### src/rtl/riscv_uart_loader_pkg.sv
// Shared state encodings for the UART boot loader and its byte receiver.
package riscv_constants;

  typedef enum logic [1:0] {
    S_LEN  = 2'd0,
    S_DATA = 2'd1,
    S_DONE = 2'd2,
    S_ERR  = 2'd3
  } LOADER_STATE;

  typedef enum logic [1:0] {
    IDLE  = 2'd0,
    START = 2'd1,
    DATA  = 2'd2,
    STOP  = 2'd3
  } UART_RX_STATE;

endpackage

### src/rtl/riscv_uart_loader_if.sv
// RAM write port driven by the boot loader: one-cycle strobe, word-aligned byte address, little-endian data.
interface riscv_uart_loader_if;

  logic        ram_we;
  logic [31:0] ram_addr;
  logic [31:0] ram_wdata;

  modport master (output ram_we, output ram_addr, output ram_wdata);
  modport slave  (input  ram_we, input  ram_addr, input  ram_wdata);

endinterface

### src/rtl/riscv_uart_loader_rx.sv
// 8N1 UART receiver: 2-flop synchroniser, mid-bit sampling, one-cycle byte_valid_o or frame_err_o per frame.
module riscv_uart_rx
  import riscv_constants::*;
#(
  parameter int CLKS_PER_BIT = 868
) (
  input  logic       clk,
  input  logic       x_reset,
  input  logic       uart_rx_i,
  output logic       byte_valid_o,
  output logic [7:0] byte_data_o,
  output logic       frame_err_o
);

  localparam int CW = $clog2(CLKS_PER_BIT);
  localparam logic [CW-1:0] HALF_M1 = CW'(CLKS_PER_BIT / 2 - 1);
  localparam logic [CW-1:0] FULL_M1 = CW'(CLKS_PER_BIT - 1);

  logic         sync1_q, sync2_q;
  UART_RX_STATE state_q, state_d;
  logic [CW-1:0] cnt_q, cnt_d;
  logic [2:0]   bit_q, bit_d;
  logic [7:0]   sh_q, sh_d;
  logic         valid_q, valid_d;
  logic         err_q, err_d;

  always_comb begin
    state_d = state_q;
    cnt_d   = cnt_q;
    bit_d   = bit_q;
    sh_d    = sh_q;
    valid_d = 1'b0;
    err_d   = 1'b0;
    case (state_q)
      IDLE: begin
        if (!sync2_q) begin
          state_d = START;
          cnt_d   = '0;
        end
      end
      START: begin
        // Re-check the line half a bit in; a short low pulse is treated as noise.
        if (cnt_q == HALF_M1) begin
          cnt_d   = '0;
          bit_d   = 3'd0;
          state_d = sync2_q ? IDLE : DATA;
        end else begin
          cnt_d = cnt_q + CW'(1);
        end
      end
      DATA: begin
        if (cnt_q == FULL_M1) begin
          cnt_d = '0;
          sh_d  = {sync2_q, sh_q[7:1]};
          bit_d = bit_q + 3'd1;
          if (bit_q == 3'd7) state_d = STOP;
        end else begin
          cnt_d = cnt_q + CW'(1);
        end
      end
      STOP: begin
        if (cnt_q == FULL_M1) begin
          cnt_d   = '0;
          state_d = IDLE;
          valid_d = sync2_q;
          err_d   = !sync2_q;
        end else begin
          cnt_d = cnt_q + CW'(1);
        end
      end
      default: state_d = IDLE;
    endcase
  end

  always_ff @(posedge clk) begin
    if (x_reset) begin
      sync1_q <= 1'b1;
      sync2_q <= 1'b1;
      state_q <= IDLE;
      cnt_q   <= '0;
      bit_q   <= 3'd0;
      sh_q    <= 8'd0;
      valid_q <= 1'b0;
      err_q   <= 1'b0;
    end else begin
      sync1_q <= uart_rx_i;
      sync2_q <= sync1_q;
      state_q <= state_d;
      cnt_q   <= cnt_d;
      bit_q   <= bit_d;
      sh_q    <= sh_d;
      valid_q <= valid_d;
      err_q   <= err_d;
    end
  end

  assign byte_valid_o = valid_q;
  assign byte_data_o  = sh_q;
  assign frame_err_o  = err_q;

endmodule

### src/rtl/riscv_uart_loader.sv
// Boot loader: length-prefixed little-endian image over UART into RAM, holding the core in reset until done.
module riscv_uart_loader
  import riscv_constants::*;
#(
  parameter int CLKS_PER_BIT = 868,
  parameter int DEPTH_WORDS  = 4096
) (
  input  logic                clk,
  input  logic                x_reset,
  input  logic                uart_rx,
  riscv_uart_loader_if.master ram,
  output logic                core_hold,
  output logic                load_done,
  output logic                load_err
);

  localparam int WIW = $clog2(DEPTH_WORDS) + 1;
  localparam logic [31:0] DEPTH32 = 32'(DEPTH_WORDS);

  logic       byte_valid;
  logic [7:0] byte_data;
  logic       frame_err;

  riscv_uart_rx #(.CLKS_PER_BIT(CLKS_PER_BIT)) u_rx (
    .clk          (clk),
    .x_reset      (x_reset),
    .uart_rx_i    (uart_rx),
    .byte_valid_o (byte_valid),
    .byte_data_o  (byte_data),
    .frame_err_o  (frame_err)
  );

  LOADER_STATE    state_q, state_d;
  logic [1:0]     byte_idx_q, byte_idx_d;
  logic [31:0]    len_q, len_d;
  logic [31:0]    asm_q, asm_d;
  logic [WIW-1:0] word_idx_q, word_idx_d;
  logic           we_q, we_d;
  logic [31:0]    addr_q, addr_d;
  logic [31:0]    wdata_q, wdata_d;
  logic           hold_q, hold_d;
  logic           done_q, done_d;
  logic           err_q, err_d;
  logic [31:0]    full_len;
  logic [WIW-1:0] word_next;

  always_comb begin
    state_d    = state_q;
    byte_idx_d = byte_idx_q;
    len_d      = len_q;
    asm_d      = asm_q;
    word_idx_d = word_idx_q;
    we_d       = 1'b0;
    addr_d     = addr_q;
    wdata_d    = wdata_q;
    err_d      = err_q | frame_err;
    full_len   = {byte_data, len_q[23:0]};
    word_next  = word_idx_q + WIW'(1);
    if (byte_valid) begin
      case (state_q)
        S_LEN: begin
          len_d[{byte_idx_q, 3'b000} +: 8] = byte_data;
          byte_idx_d = byte_idx_q + 2'd1;
          if (byte_idx_q == 2'd3) begin
            if (full_len == 32'd0) begin
              state_d = S_DONE;
            end else if (full_len > DEPTH32) begin
              err_d   = 1'b1;
              state_d = S_ERR;
            end else begin
              state_d = S_DATA;
            end
          end
        end
        S_DATA: begin
          // Assemble separately so the RAM bus keeps the last written word between strobes.
          asm_d[{byte_idx_q, 3'b000} +: 8] = byte_data;
          byte_idx_d = byte_idx_q + 2'd1;
          if (byte_idx_q == 2'd3) begin
            we_d       = 1'b1;
            wdata_d    = {byte_data, asm_q[23:0]};
            addr_d     = 32'({word_idx_q, 2'b00});
            word_idx_d = word_next;
            if (32'(word_next) == len_q) state_d = S_DONE;
          end
        end
        default: ;
      endcase
    end
    hold_d = (state_d != S_DONE);
    done_d = (state_d == S_DONE);
  end

  always_ff @(posedge clk) begin
    if (x_reset) begin
      state_q    <= S_LEN;
      byte_idx_q <= 2'd0;
      len_q      <= 32'd0;
      asm_q      <= 32'd0;
      word_idx_q <= '0;
      we_q       <= 1'b0;
      addr_q     <= 32'd0;
      wdata_q    <= 32'd0;
      hold_q     <= 1'b1;
      done_q     <= 1'b0;
      err_q      <= 1'b0;
    end else begin
      state_q    <= state_d;
      byte_idx_q <= byte_idx_d;
      len_q      <= len_d;
      asm_q      <= asm_d;
      word_idx_q <= word_idx_d;
      we_q       <= we_d;
      addr_q     <= addr_d;
      wdata_q    <= wdata_d;
      hold_q     <= hold_d;
      done_q     <= done_d;
      err_q      <= err_d;
    end
  end

  assign ram.ram_we    = we_q;
  assign ram.ram_addr  = addr_q;
  assign ram.ram_wdata = wdata_q;
  assign core_hold     = hold_q;
  assign load_done     = done_q;
  assign load_err      = err_q;

endmodule

### src/flat_wrapper.sv
// flat-port wrapper written by rule: the top's interface ports become plain ports
module riscv_uart_loader_flat import riscv_constants::*;
#(
  parameter int CLKS_PER_BIT = 868,
  parameter int DEPTH_WORDS  = 4096
)
  (clk, x_reset, uart_rx, core_hold, load_done, load_err, ram_ram_we, ram_ram_addr, ram_ram_wdata);
  riscv_uart_loader_if ram_i ();
  input  logic clk;
  input  logic x_reset;
  input  logic uart_rx;
  output logic core_hold;
  output logic load_done;
  output logic load_err;
  output wire logic [$bits(ram_i.ram_we)-1:0] ram_ram_we;
  output wire logic [$bits(ram_i.ram_addr)-1:0] ram_ram_addr;
  output wire logic [$bits(ram_i.ram_wdata)-1:0] ram_ram_wdata;
  assign ram_ram_we = ram_i.ram_we;
  assign ram_ram_addr = ram_i.ram_addr;
  assign ram_ram_wdata = ram_i.ram_wdata;
  riscv_uart_loader #(.CLKS_PER_BIT(CLKS_PER_BIT), .DEPTH_WORDS(DEPTH_WORDS)) u_core (.clk(clk), .x_reset(x_reset), .uart_rx(uart_rx), .ram(ram_i), .core_hold(core_hold), .load_done(load_done), .load_err(load_err));
endmodule
### config.mk
export PLATFORM = sky130hd
export DESIGN_NAME = riscv_uart_loader_flat
export DESIGN_NICKNAME = d
export VERILOG_FILES = /design/src/rtl/riscv_uart_loader_pkg.sv /design/src/rtl/riscv_uart_loader_if.sv /design/src/rtl/riscv_uart_loader_rx.sv /design/src/rtl/riscv_uart_loader.sv /design/src/flat_wrapper.sv
export SDC_FILE = /design/constraint.sdc
export NUM_CORES = 1
export LEC_CHECK = 0
export ABC_AREA = 1
export ABC_CLOCK_PERIOD_IN_PS = 2100
export BUFFER_PORTS_ARGS = -buffer_cell sky130_fd_sc_hd__buf_2
export CAP_MARGIN = 10
export CORE_ASPECT_RATIO = 0.75
export CORE_MARGIN = 2
export CORE_UTILIZATION = 42
export DETAILED_ROUTE_END_ITERATION = 12
export SLEW_MARGIN = 20
export SYNTH_ARGS = -nofsm -noshare
export SYNTH_HDL_FRONTEND = slang
export SYNTH_HIERARCHICAL = 1
export SYNTH_SLANG_ARGS = --single-unit
### constraint.sdc
create_clock -name clk -period 2.1 [get_ports clk]
set_input_delay 0.315 -clock clk [delete_from_list [all_inputs] [get_ports clk]]
set_output_delay 0.315 -clock clk [all_outputs]
set_load 0.05 [all_outputs]
## Word level (Yosys, flattened, before mapping)

Cells that the tools add are included.

- Memories: 0
- ROM bits: 0
- Bits of input ports: 3
- RAM bits: 0
- Word-level logic and storage cells: 93
- Output and inout port bits: 68
- Bits in latches: 0
- Flip-flop bits (word level): 157

- Reductions and logical operators: 16
- Equal/unequal tests: 16
- Multipliers: 0
- $add $sub $neg: 5
- Shifts and indexed selects: 2
- Muxes and demuxes: 29
- Bitwise logic cells: 5
- Div/mod/pow operators: 0
- $lt $le $gt $ge: 1

Operators by type and width:

| cell | count |
|---|---|
| bitwise mux 32 bit | 2 |
| == test 13 x 32 -> 1 bit | 1 |
| greater-than comparator 32 x 13 -> 1 bit (second input constant) | 1 |
| logical NOT 32 bit | 1 |
| variable shift 8 x 7 -> 32 bit (first input constant) | 1 |
| variable part select 8 x 7 -> 32 bit | 1 |
| two-way mux 10 bit | 3 |
| one-hot mux 10 bit (3 select lines) | 1 |
| two-way mux 2 bit | 12 |
| adder 13 x 1 -> 13 bit (second input constant) | 1 |
| inequality test 2 bit (second input constant) | 6 |
| adder 10 x 1 -> 10 bit (second input constant) | 1 |
| == test 10 bit (second input constant) | 1 |
| == test 10 x 9 -> 1 bit (second input constant) | 1 |
| == test 2 bit (second input constant) | 4 |
| one-hot mux 2 bit (4 select lines) | 1 |
| AND reduction 2 bit | 4 |
| negation 5 -> 7 bit | 1 |
| two-way mux 1 bit | 6 |
| two-way mux 3 bit | 2 |
| one-hot mux 3 bit (2 select lines) | 1 |
| AND reduction 3 bit | 2 |
| OR reduction 3 bit | 2 |
| AND reduction 5 bit | 1 |
| other kinds (11) | 17 |

## Longest topological paths before layout

- Depth in word-level cells: 7
- Mapped depth: 15
- Depth with buffers taken out: 15

## Modules after synthesis

Netlist, hierarchy kept.

By module, submodules not included:

| module | sequential area each (µm²) | instances | area an instance (µm²) | cells an instance |
|---|---|---|---|---|
| riscv_uart_loader | 2442.3 | 1 | 5469.0 | 759 |
| riscv_uart_rx | 540.5 | 1 | 1336.3 | 178 |

## Worst setup path before layout

OpenSTA, ideal clock, no wires.

- Path type: register to register
- Start: register u_core.byte_idx_q[0]
- End: register u_core.len_q[22]
- Clock period less this slack: 2.172 ns
- Path buffers: 3
- Setup time: 0.128 ns
- Arrival time: 2.044 ns
- Path slack: -0.072 ns
- Cell stages (with the launch flop): 10
- Required time: 1.972 ns
- Cell sequence: dfxtp_1 > clkbuf_1 > clkbuf_1 > inv_1 > ha_1 > nand2_1 > clkbuf_1 > nor3_1 > o21ai_0 > a21oi_1

- Cells in the longest elaborated chain, start to end: 3
- Elaborated cells on any way between the ends: 4
- Those cells by class: 1 x add/sub; 2 x shift; 1 x mux

RTL lines:

| item | RTL line | text |
|---|---|---|
| from (decl) | riscv_uart_loader.sv:34 | `logic [1:0] byte_idx_q, byte_idx_d;` |
| from (signal assigned) | riscv_uart_loader.sv:109 | `byte_idx_q <= byte_idx_d;` |
| negation 5 -> 7 bit * | riscv_uart_loader.sv:62 | `len_d[{byte_idx_q, 3'b000} +: 8] = byte_data;` |
| variable part select 8 x 7 -> 32 bit / variable shift 8 x 7 -> 32 bit (equally long branches) | riscv_uart_loader.sv:62 |  |
| bitwise mux 32 bit * | riscv_uart_loader.sv:62 |  |
| to (signal assigned) | riscv_uart_loader.sv:110 | `len_q <= len_d;` |
| to (decl) | riscv_uart_loader.sv:35 | `logic [31:0] len_q, len_d;` |

Mark *: on every way between the ends. The rest lies on a longest branch, timed or not.
A chain may end at the register's enable or synchronous reset.

## Worst setup path in the final report

- Start: register u_core.word_idx_q[0]
- End: register u_core.hold_q, in the netlist u_core/core_hold

- Cells in the longest elaborated chain, start to end: 7

RTL lines:

| item | RTL line | text |
|---|---|---|
| from (decl) | riscv_uart_loader.sv:37 | `logic [WIW-1:0] word_idx_q, word_idx_d;` |
| from (signal assigned) | riscv_uart_loader.sv:112 | `word_idx_q <= word_idx_d;` |
| adder 13 x 1 -> 13 bit | riscv_uart_loader.sv:58 | `word_next = word_idx_q + WIW'(1);` |
| == test 13 x 32 -> 1 bit | riscv_uart_loader.sv:84 | `if (32'(word_next) == len_q) state_d = S_DONE;` |
| two-way mux 2 bit | riscv_uart_loader.sv:84 |  |
| two-way mux 2 bit | riscv_uart_loader.sv:79 | `if (byte_idx_q == 2'd3) begin` |
| one-hot mux 2 bit (2 select lines) | riscv_uart_loader.sv:60 | `case (state_q)` |
| two-way mux 2 bit | riscv_uart_loader.sv:59 | `if (byte_valid) begin` |
| inequality test 2 bit | riscv_uart_loader.sv:90 | `hold_d = (state_d != S_DONE);` |
| to (signal assigned) | riscv_uart_loader.sv:116 | `hold_q <= hold_d;` |
| to (decl) | riscv_uart_loader.sv:41 | `logic hold_q, hold_d;` |

No other way between the ends.

==> metrics.md <==
| Metric | Value |
|---|---|
| DIE AREA | 17250 µm² |
| Most used cell along the critical path | nand2_1 |
| Kind of end point of the critical path | flip-flop |
| Met2 wire len | 7.308 mm |
| Pwr dens | 801.2 nW/µm² |
| Setup Viol. Count Final | 0 |
| Core Box Area | 15920 µm² |
| Leading cell type in the layout, fill and taps excluded | dfxtp_1 |
| Largest area contributor in the netlist | dfxtp_1 |
| Slowest stage delay, CP | 0.37 ns |
| Layout Skew | 0.007980 ns |
| CTS Sinks | 149 |
| Worst EP required | 2.41 ns |
| Largest cells by area after synthesis | dfxtp_1 44%, nand2_1 8.1%, a21oi_1 7.4% |
| 1st-iter DRT viols | 432 |
| Register area | 2985 µm² |
| Worst slew pin tran | 0.5319 ns |
| Detail Placement HPWL | 12.23 mm |
| Synth Area in XOR/XNOR | 1.802% |
| Crit path max fanout | 5 |
| Synthesized area per cell | 7.263 µm² |
| First-pass GRT wire length | 27.44 mm |
| Top Metal Used | met4 |
| Vias in the first global route | 5429 |
| Reg-to-Reg End | u_core/core_hold |
| Post-synthesis async set-or-reset flop share | 0% |
| Synth top area share | 43.83% |
| Final instance area | 7885 µm² |
| Outcome | finished clean |
| Most used flip-flop cell after synthesis | dfxtp_1 |
| Critical path class | flip-flop to flip-flop |
| Die width | 151.0 µm |
| Post-Synth Simple-Gate Area | 26.18% |
| Syn Std Cell Area | 6805 µm² |
| Max cap viols | 0 |
| Slowest CP cell | dfxtp_2 |
| Grt ovf | 0 |
| Most frequent cells in the layout | 147 x dfxtp_1, 145 x nand2_1, 116 x nor2_1, 101 x a21oi_1, 99 x o21ai_0 |
| Multi-input logic area | 3249 µm² |
| Fmax | 532.5 MHz |
| Cells after Synth | 937 |
| Fraction of layout cells with a size suffix above 1 | 14.77% |
| FF+latch count, synth | 149 |
| Hold Crit Class | primary input to flip-flop |
| DIE HEIGHT | 114.2 µm |
| Hold worst-path end | u_core/u_rx/sync1_q |
| Via density | 4.974 |
| Initial antenna violation count | 0 |
| Fin. Hold Viols | 0 |
| Htree depth | 4 |
| Largest net degree at the start of global routing | 83 |
| Drt first pass iters | 6 |
| Clock latency on the worst-skew pair | 0.42 ns |
| Clock root buffer | clkbuf_16 |
| Cells along the critical path | ha_2, nand3_2, nor2_4, xor2_2, nand2_1, nand2_1, nand3_1, nor2_1, nand3_2, a21oi_2, nand2_1 |
| Total number of vias | 5994 |
| FF-to-FF setup slack | 0.22 ns |
| Diodes inserted | 0 |
| Postcts setup bufs | 0 |
| Post-layout util | 49.54% |
| GP Congestion | 0.8379 |
| FF-to-FF path depth | 11 |
| DP Area | 7224 µm² |
| Post-synthesis compound-gate area fraction | 16.27% |
| Adder-cell share of the synthesized area | 2.022% |
| Final wirelength | 16.91 mm |
| Worst EP arrival | 2.19 ns |
| TNS Setup | 0 ns |
| Leakage | 3.297 nW |
| DRT met1 WL | 8.583 mm |
| Final net count | 997 |
| Routed wire length on met3 | 776 µm |
| Slew Limit Fails | 0 |
| Hold_sp | uart_rx |
| Multiplexer share of the synthesized area | 0% |
| Maximum clock insertion buffer count | 2 |
| Area delta synth->final | 15.87% |
| Tcrit/Tclk final | 89.43% |
| Synth cell types | 41 |
| CP Buf/Inv Count | 0 |
| Initial core utilization | 42.76% |
| Clk slew on worst S/H paths | 0.06 ns |
| WHS Path Cells | 2 |
| Post-route ant nets | 0 |
| Seq/Total Area, Yosys | 43.83% |
| Io pins | 71 |
| GRT Total Usage | 20.31% |
| Crit path max-delay family | simple AND/OR/NAND/NOR gates |
| Peak supply drop | 0.5157 mV |
| Relative slew slack | 64.21% |
| Fillers | 1612 |
| Worst reg2reg path startpoint | u_core/word_idx_q[0] |
| # rows | 40 |
| Synth warn | 6 |
| Total CTS buffers | 17 |
| Largest family of logic cells by synthesized area | simple AND/OR/NAND/NOR gates |
| DRC violations left | 0 |
| Port-buffer cells | 51 |
| Wire per inst | 14.03 µm |
| Final min period | 1.878 ns |
| Critical path launch point type | flip-flop |
| EDFF count, synth | 0 |
| CTS tree | built |
where the power goes:
group / internal, mW / switching (mW)
sequential: 2.84 / 0.00724
clock: 2.04 / 1.19
combinational: 0.0471 / 0.194
through the flow:
step / power, mW / instances / worst slack, ns / hold slack (ns)
floorplan: 3.121 / 955 / 0.04805 / 0.3895
global placement: 3.146 / 1174 / 0.2488 / 0.3953
detailed placement: 3.146 / 1174 / 0.1859 / 0.4106
CTS: 6.373 / 1205 / 0.1711 / 0.06347
global route: 6.532 / 1205 / -0.003491 / 0.06829
finish: 6.318 / 1205 / 0.2221 / 0.07343
state kept, by name, summed over array words and instances, names as in the netlist, named ones only:
signal	count
u_core/ram.ram_addr	13
u_core/u_rx/cnt_q	10
u_core/u_rx/bit_q	3
u_core/u_rx/sync1_q	1
u_core/load_err	1
u_core/u_rx/state_q	1
u_core/u_rx/sync2_q	1
u_core/u_rx/byte_data_o	8
u_core/state_q	1
u_core/ram.ram_wdata	32
u_core/ram.ram_we	1
u_core/u_rx/frame_err_o	1
u_core/u_rx/byte_valid_o	1
u_core/asm_q	24
u_core/word_idx_q	13
u_core/core_hold	1
u_core/byte_idx_q	2
u_core/load_done	1
u_core/len_q	32
layout make-up:
class	count	share of cell area [%]
Timing Repair Buffer	67	4.919
Multi-Input combinational cell	650	41.21
Tap cell	210	3.332
Clock buffer	19	5.744
Sequential cell	149	37.86
Inverter	98	4.697
Clock inverter	12	2.237
Yosys cell counts (2+ instances only):
cell type    n
inv_2        6
inv_1       91
nor4_1       3
nor2_2       8
or2_2        2
buf_2        8
a31oi_1      2
dfxtp_1    149
nor3_1      22
o21ai_0     99
o21a_1       2
ha_1        11
clkbuf_1    30
a21oi_1    101
nor2_4       5
o211ai_1     4
or3_1        3
nand2_1    146
nor2_1     117
o21ai_1      3
nand2_2      6
nand2_4      4
xor2_1       6
buf_4       19
a21oi_2      2
nand3_1     67
xnor3_1      2
nand4_1      6
worst max-delay path by stage:
stage	cells after the start	startpoint	end
2_1_floorplan	9	u_core/byte_idx_q[0]	u_core/len_q[22]
5_1_grt	11	u_core/word_idx_q[0]	u_core/core_hold
3_3_place_gp	10	u_core/word_idx_q[0]	u_core/core_hold
6_report	11	u_core/word_idx_q[0]	u_core/core_hold
4_1_cts	12	u_core/word_idx_q[0]	u_core/core_hold
3_5_place_dp	12	u_core/word_idx_q[0]	u_core/core_hold
cells by family (layout without fill, tap and decap cells):
kind of cell,after synthesis,after routing
adders and majority gates,11,11
buffers and inverters,156,196
xor gates and xnor gates,10,10
and+or+nand+nor,395,395
other,1,19
DFF,149,149
AOI/OAI and AO/OA,215,215
worst register-to-register path, delay by kind of cell, from the launching register on:
family | cells | cell delay, ns
AND/OR/NAND/NOR | 8 | 0.84
flip-flops | 1 | 0.37
adder cells (fa/ha/maj) | 1 | 0.22
XOR/XNOR | 1 | 0.18
AO/OA/AOI/OAI | 1 | 0.15
per-layer routing:
layer	global-route usage, %	vias to the layer above
li1	-	3119
met1	29.42	2729
met2	30.39	128
met3	4.940	18
met4	4.984	0
met5	0	-
timing repair:
item / in CTS / in global routing
setup endpoints to repair: 0 / 3
hold endpoints to repair: 0 / 0
hold buffers: 0 / 0
resized for setup: 0 / 9
No activity file was read; power rests on OpenSTA's default activity.
